File: src/rtl/cpu_bus_timer.sv
// cpu_bus_timer: memory-mapped 16-bit interval timer on an 8-bit CPU bus.
//
// The CPU sees six byte registers at BASE_ADDR..BASE_ADDR+5:
//   0 RELOAD_LO (RW), 1 RELOAD_HI (RW), 2 CTRL (RW: [0]EN [1]IRQ_EN [2]ONESHOT),
//   3 STATUS (RO: [0]EXPIRED [7]running; a read clears EXPIRED),
//   4 COUNT_LO (RO), 5 COUNT_HI (RO).
// The prescaler divides clk_ph1 by PRESCALE to form timer ticks. COUNT
// decrements once per tick. A tick that finds COUNT==0 sets EXPIRED, then
// either reloads COUNT (periodic mode) or stops the timer (one-shot mode).
//
// Optional feature, macro CPU_TIMER_LATCH_EN: a COUNT_LO read captures
// COUNT[15:8] into a latch. COUNT_HI then returns that latch, so a LO-then-HI
// read is tear-free. Without the macro, COUNT_HI returns the live COUNT[15:8].
//
// Ports:
//   clk_ph1      in   1   sole clock, rising edge
//   rst          in   1   asynchronous active-low reset
//   Addr_bus     in  16   CPU address
//   R_nW         in   1   1 = read, 0 = write
//   Data_bus_out in   8   CPU write data
//   Data_bus_in  out  8   read data (combinational)
//   sel          out  1   address hit (combinational)
//   irq          out  1   active-low interrupt request (registered)
module cpu_bus_timer #(
    parameter logic [15:0] BASE_ADDR = 16'h4020,
    parameter int unsigned PRESCALE  = 8
) (
    input  logic        clk_ph1,
    input  logic        rst,
    input  logic [15:0] Addr_bus,
    input  logic        R_nW,
    input  logic [7:0]  Data_bus_out,
    output logic [7:0]  Data_bus_in,
    output logic        sel,
    output logic        irq
);

    localparam int unsigned ADDR_W  = 16;
    localparam int unsigned DATA_W  = 8;
    localparam int unsigned CNT_W   = 16;
    localparam int unsigned PRE_W   = 8;
    localparam int unsigned OFF_W   = 3;
    localparam int unsigned NUM_REG = 6;

    localparam logic [OFF_W-1:0] OFF_RELOAD_LO = 3'd0;
    localparam logic [OFF_W-1:0] OFF_RELOAD_HI = 3'd1;
    localparam logic [OFF_W-1:0] OFF_CTRL      = 3'd2;
    localparam logic [OFF_W-1:0] OFF_STATUS    = 3'd3;
    localparam logic [OFF_W-1:0] OFF_COUNT_LO  = 3'd4;
    localparam logic [OFF_W-1:0] OFF_COUNT_HI  = 3'd5;

    localparam logic [PRE_W-1:0] PRESC_LAST = PRE_W'(PRESCALE - 1);

    // Register state
    logic [CNT_W-1:0] reload;
    logic [CNT_W-1:0] count;
    logic [PRE_W-1:0] presc;
    logic             en;
    logic             irq_en;
    logic             oneshot;
    logic             expired;

    // Next-state values
    logic [CNT_W-1:0] reload_n;
    logic [CNT_W-1:0] count_n;
    logic [PRE_W-1:0] presc_n;
    logic             en_n;
    logic             irq_en_n;
    logic             oneshot_n;
    logic             expired_n;
    logic             irq_n;

`ifdef CPU_TIMER_LATCH_EN
    logic [DATA_W-1:0] hi_latch;
    logic [DATA_W-1:0] hi_latch_n;
`endif

    // Address decode
    logic [ADDR_W-1:0] offset;
    logic [OFF_W-1:0]  off;
    logic              wr;
    logic              rd;
    logic              tick;
    logic              start;

    assign offset = Addr_bus - BASE_ADDR;
    assign off    = offset[OFF_W-1:0];
    assign sel    = (Addr_bus >= BASE_ADDR) && (offset < ADDR_W'(NUM_REG));
    assign wr     = sel && !R_nW;
    assign rd     = sel && R_nW;

    // A tick happens on the edge where the prescaler wraps back to zero
    assign tick  = en && (presc == PRESC_LAST);
    // Only an EN 0->1 transition reloads; rewriting CTRL while running does not
    assign start = wr && (off == OFF_CTRL) && Data_bus_out[0] && !en;

    // Read data mux
    always_comb begin
        Data_bus_in = '0;
        if (sel) begin
            case (off)
                OFF_RELOAD_LO: Data_bus_in = reload[7:0];
                OFF_RELOAD_HI: Data_bus_in = reload[15:8];
                OFF_CTRL:      Data_bus_in = {5'b0, oneshot, irq_en, en};
                OFF_STATUS:    Data_bus_in = {en, 6'b0, expired};
                OFF_COUNT_LO:  Data_bus_in = count[7:0];
`ifdef CPU_TIMER_LATCH_EN
                OFF_COUNT_HI:  Data_bus_in = hi_latch;
`else
                OFF_COUNT_HI:  Data_bus_in = count[15:8];
`endif
                default:       Data_bus_in = '0;
            endcase
        end
    end

    // Next-state logic
    always_comb begin
        reload_n  = reload;
        count_n   = count;
        presc_n   = presc;
        en_n      = en;
        irq_en_n  = irq_en;
        oneshot_n = oneshot;
        expired_n = expired;
`ifdef CPU_TIMER_LATCH_EN
        hi_latch_n = hi_latch;
`endif

        // Prescaler runs only while enabled
        if (en) begin
            presc_n = tick ? '0 : presc + PRE_W'(1);
        end

        // Tick handling
        if (tick) begin
            if (count != '0) begin
                count_n = count - CNT_W'(1);
            end else begin
                expired_n = 1'b1;
                if (oneshot) begin
                    en_n = 1'b0;
                end else begin
                    count_n = reload;
                end
            end
        end

        // Read side effects; a same-edge expiry overrides the clear
        if (rd && (off == OFF_STATUS) && !(tick && (count == '0))) begin
            expired_n = 1'b0;
        end
`ifdef CPU_TIMER_LATCH_EN
        if (rd && (off == OFF_COUNT_LO)) begin
            hi_latch_n = count[15:8];
        end
`endif

        // CPU writes; the start load takes priority over any tick
        if (wr) begin
            case (off)
                OFF_RELOAD_LO: reload_n[7:0]  = Data_bus_out;
                OFF_RELOAD_HI: reload_n[15:8] = Data_bus_out;
                OFF_CTRL: begin
                    en_n      = Data_bus_out[0];
                    irq_en_n  = Data_bus_out[1];
                    oneshot_n = Data_bus_out[2];
                end
                default: ;
            endcase
        end
        if (start) begin
            count_n = reload;
            presc_n = '0;
        end

        irq_n = !(expired_n && irq_en_n);
    end

    // State registers
    always_ff @(posedge clk_ph1 or negedge rst) begin
        if (!rst) begin
            reload  <= '0;
            count   <= '0;
            presc   <= '0;
            en      <= 1'b0;
            irq_en  <= 1'b0;
            oneshot <= 1'b0;
            expired <= 1'b0;
            irq     <= 1'b1;
`ifdef CPU_TIMER_LATCH_EN
            hi_latch <= '0;
`endif
        end else begin
            reload  <= reload_n;
            count   <= count_n;
            presc   <= presc_n;
            en      <= en_n;
            irq_en  <= irq_en_n;
            oneshot <= oneshot_n;
            expired <= expired_n;
            irq     <= irq_n;
`ifdef CPU_TIMER_LATCH_EN
            hi_latch <= hi_latch_n;
`endif
        end
    end

endmodule

File: config.mk
export PLATFORM = sky130hd
export DESIGN_NAME = cpu_bus_timer
export DESIGN_NICKNAME = d
export VERILOG_FILES = /design/src/rtl/cpu_bus_timer.sv
export SDC_FILE = /design/constraint.sdc
export NUM_CORES = 1
export LEC_CHECK = 0
export BUFFER_PORTS_ARGS = -buffer_cell sky130_fd_sc_hd__buf_2
export CAP_MARGIN = 20
export CORE_MARGIN = 5
export CORE_UTILIZATION = 45
export DETAILED_ROUTE_END_ITERATION = 16
export GPL_ROUTABILITY_DRIVEN = 0
export HOLD_SLACK_MARGIN = 0.1
export PLACE_DENSITY = 0.66
export SLEW_MARGIN = 0
export SYNTH_ARGS = -nofsm -noshare
export SYNTH_HDL_FRONTEND = slang
export SYNTH_SLANG_ARGS = --single-unit
File: constraint.sdc
create_clock -name clk_ph1 -period 2.7 [get_ports clk_ph1]
set_clock_uncertainty 0.05 [all_clocks]
set_input_delay 0.54 -clock clk_ph1 [delete_from_list [all_inputs] [get_ports clk_ph1]]
set_output_delay 0.54 -clock clk_ph1 [all_outputs]
set_load 0.03 [all_outputs]
==> run_results.csv <==
group,metric,value,unit
synth,avgSynthCellArea,9.694,sq um
hold_path,hold_class,"in -> async",
synth,synth.most_common_cell,"dfrtp_1",
floorplan,fp.dieH,91.06,um
global_route,grt_first_pass_wirelength,13480,um
worst_setup_path,crit_chain,"buf_2, nor4_4, and2_4, o2111ai_2, nor3_4, nand2_4, nor3b_2, buf_4",
route,drtAntennaViolNets,0,
placed_design,hpwl,5869,um
cts,clock_path_buffers,2,
cells_and_area,layout.nets,401,
sta,finalHoldViolations,0,
worst_setup_path,critPathRequiredTime,2.11,ns
synth,synth.distinct_cells,58,
sta,period_needed,2.744,ns
route,route.vias.total,2668,
job,drv_cap,0,
pwr,power,1.337,mW
cells_and_area,syn_to_final_growth,25.69,%
floorplan,dieArea,8291,sq um
cells_and_area,final_util,58.19,%
global_route,overflow,0,
sta,tightest_slew,0.4839,ns
route,drt_first_pass_iters,4,
route,wire_per_inst,17.85,um
synth,synth.area.top_cells,"dfrtp_1, mux2_2, mux4_2",
sta,holdWs,0.1403,ns
synth,synth_edf_count,0,
floorplan,start_util,46.30,%
worst_setup_path,cp_slowest_cell,"nor4_4",
cells_and_area,instances_no_fill,448,
worst_setup_path,cp_max_fo,5,
worst_setup_path,cp-start-kind,"input pin",
sta,relSlewSlack,67.44,%
cells_and_area,n_fill_cell,578,
sta,fmax,364.5,MHz
pwr,ir_drop,325.4,uV
worst_setup_path,critPathCaptureType,"primary output",
pwr,power_density,359.9,nW/um^2
synth,syn_nets,336,
sta,setup_ws,-0.04381,ns
route,finalWirelength,7997,um
sta,rsz0062_at_grt,"yes",
cts,clk_latency,0.30,ns
sta,finalMaxSlewViolations,0,
cts,path_clk_slew,0.08,ns
cts,cts.sink_count,45,
cts,holdBufCountCts,0,
cts,cts_root_buf,"clkbuf_8",
route,drt_iter0_drc,159,
global_route,grtUsageTotal,19.71,%
global_route,grt_pass1_vias,2714,
outcome,status,"finished, violations left",
floorplan,row_count,29,
global_route,grt_max_degree,26,
floorplan,coreArea,6386,sq um
synth,postSynthCellCount,305,
pwr,leakage,1.658,nW
synth,synthArstFlopShare,100.0,%
cells_and_area,antenna_cells,0,
placed_design,place_area,3462,sq um
cts,cts_made_buffers,5,
cells_and_area,design_area,3716,sq um
global_route,antenna_found_initial,0,
floorplan,ios,37,
outcome,violations,"negative setup slack",
synth,synth_warnings,0,
worst_setup_path,crit_path_max_incr_delay,0.31,ns
cts,tritoncts,"done",
worst_setup_path,reg2reg_depth,6,
worst_setup_path,crit_type,"in -> out",
synth,synth_ff_type,"dfrtp_1",
cts,htree_levels,2,
synth,yosysTopAreaCell,"dfrtp_1",
placed_design,port_buffers,36,
floorplan,die_w,91.06,um
synth,synth.top_cell.area_share,37.24,%
synth,synth-seq-cells,45,
cells_and_area,drive_gt1_share,36.93,%
sta,finalSetupViolations,6,
sta,post-route-period-util,101.6,%
synth,ys_top_cells_by_count,"dfrtp_1, mux2_2, nor2_1",
synth,syn-cell-area,2957,sq um
placed_design,place_inst,438,
worst_setup_path,r2r_slack,0.27,ns
worst_setup_path,arrival,2.15,ns
route,post-route-drc-count,0,
route,vias_per_cell,5.955,
synth,synth.yosys.seq_area_share,38.13,%
[kinds of logic (layout without fill, tap and decap cells)]
group,after synthesis,after routing,synth area share [%]
and+or+nand+nor,103,104,19.97
AOI/OAI and AO/OA,84,84,20.14
DFF,45,45,38.13
buffers and inverters,33,98,4.655
muxes,31,31,13.92
xor gates and xnor gates,5,5,1.481
adders and majority gates,4,4,1.693
[path summary, 6_finish.rpt]
path | from | to
setup / recovery | Addr_bus[7] | Data_bus_in[3]
hold / removal | rst | reload[9]
setup reg to reg | count[9] | count[13]
hold reg to reg | reload[12] | count[12]
max in group asynchronous | rst | count[5]
min in group clk_ph1 | Data_bus_out[6] | reload[14]
[worst max-delay path, delay by kind of cell]
kind,cells,cell delay [ns]
AO/OA/AOI/OAI,1,0.14
AND/OR/NAND/NOR,5,1.16
buffers and inverters,2,0.30
[routing by layer]
metal	vias to the layer above	wire length (um)	global-route usage [%]
met2	67	3973	32.57
met5	-	0	0
met3	16	349	2.975
met1	1302	3469	26.06
met4	0	205	7.457
li1	1283	-	-
[cell usage in the layout (no fill, tap or decap), drive strengths merged, types with 6 or more instances in the layout]
cell type,n
o21ai,14
a2bb2oi,10
nand2,10
inv,17
nor4,9
nor2,20
mux2,21
nand3,15
o21a,7
dfrtp,44
buf,73
a21oi,13
o22ai,9
clkbuf,6
mux4,6
nor3,13
[registers in the layout (all words and copies together) (netlist names)]
signal	cells
irq_en	1
reload	16
oneshot	1
en	1
count	16
presc	8
irq	1
expired	1
[stage by stage]
step | setup WS [ns] | setup TNS (ns)
2_1_floorplan | -0.07028 | -0.3758
3_3_place_gp | -0.1629 | -1.490
3_5_place_dp | -0.2059 | -2.560
4_1_cts | -0.002384 | -0.003642
5_1_grt | -0.1288 | -0.6596
6_report | -0.04381 | -0.1747
[layout make-up]
type | count | area (sq um) | area share [%]
tap | 77 | 96.34 | 2.593
inverter | 17 | 63.81 | 1.717
multi-input combinational | 228 | 1810 | 48.72
clock inverter | 2 | 37.54 | 1.010
clock buffer | 6 | 82.58 | 2.222
sequential | 45 | 1127 | 30.34
timing repair buffer | 73 | 498.0 | 13.40
[where the power goes]
| group | internal, mW | switching [mW] |
|---|---|---|
| combinational | 0.0559 | 0.0699 |
| sequential | 0.673 | 0.000227 |
| clock | 0.301 | 0.237 |
[what timing repair did]
action / CTS / global route
resized for setup: 13 / 18
endpoints found under the setup margin: 9 / 10
gates cloned: 1 / 0
pin swaps: 3 / 6
buffers inserted: 1 / 0
Power figures use the tool's default switching activity.
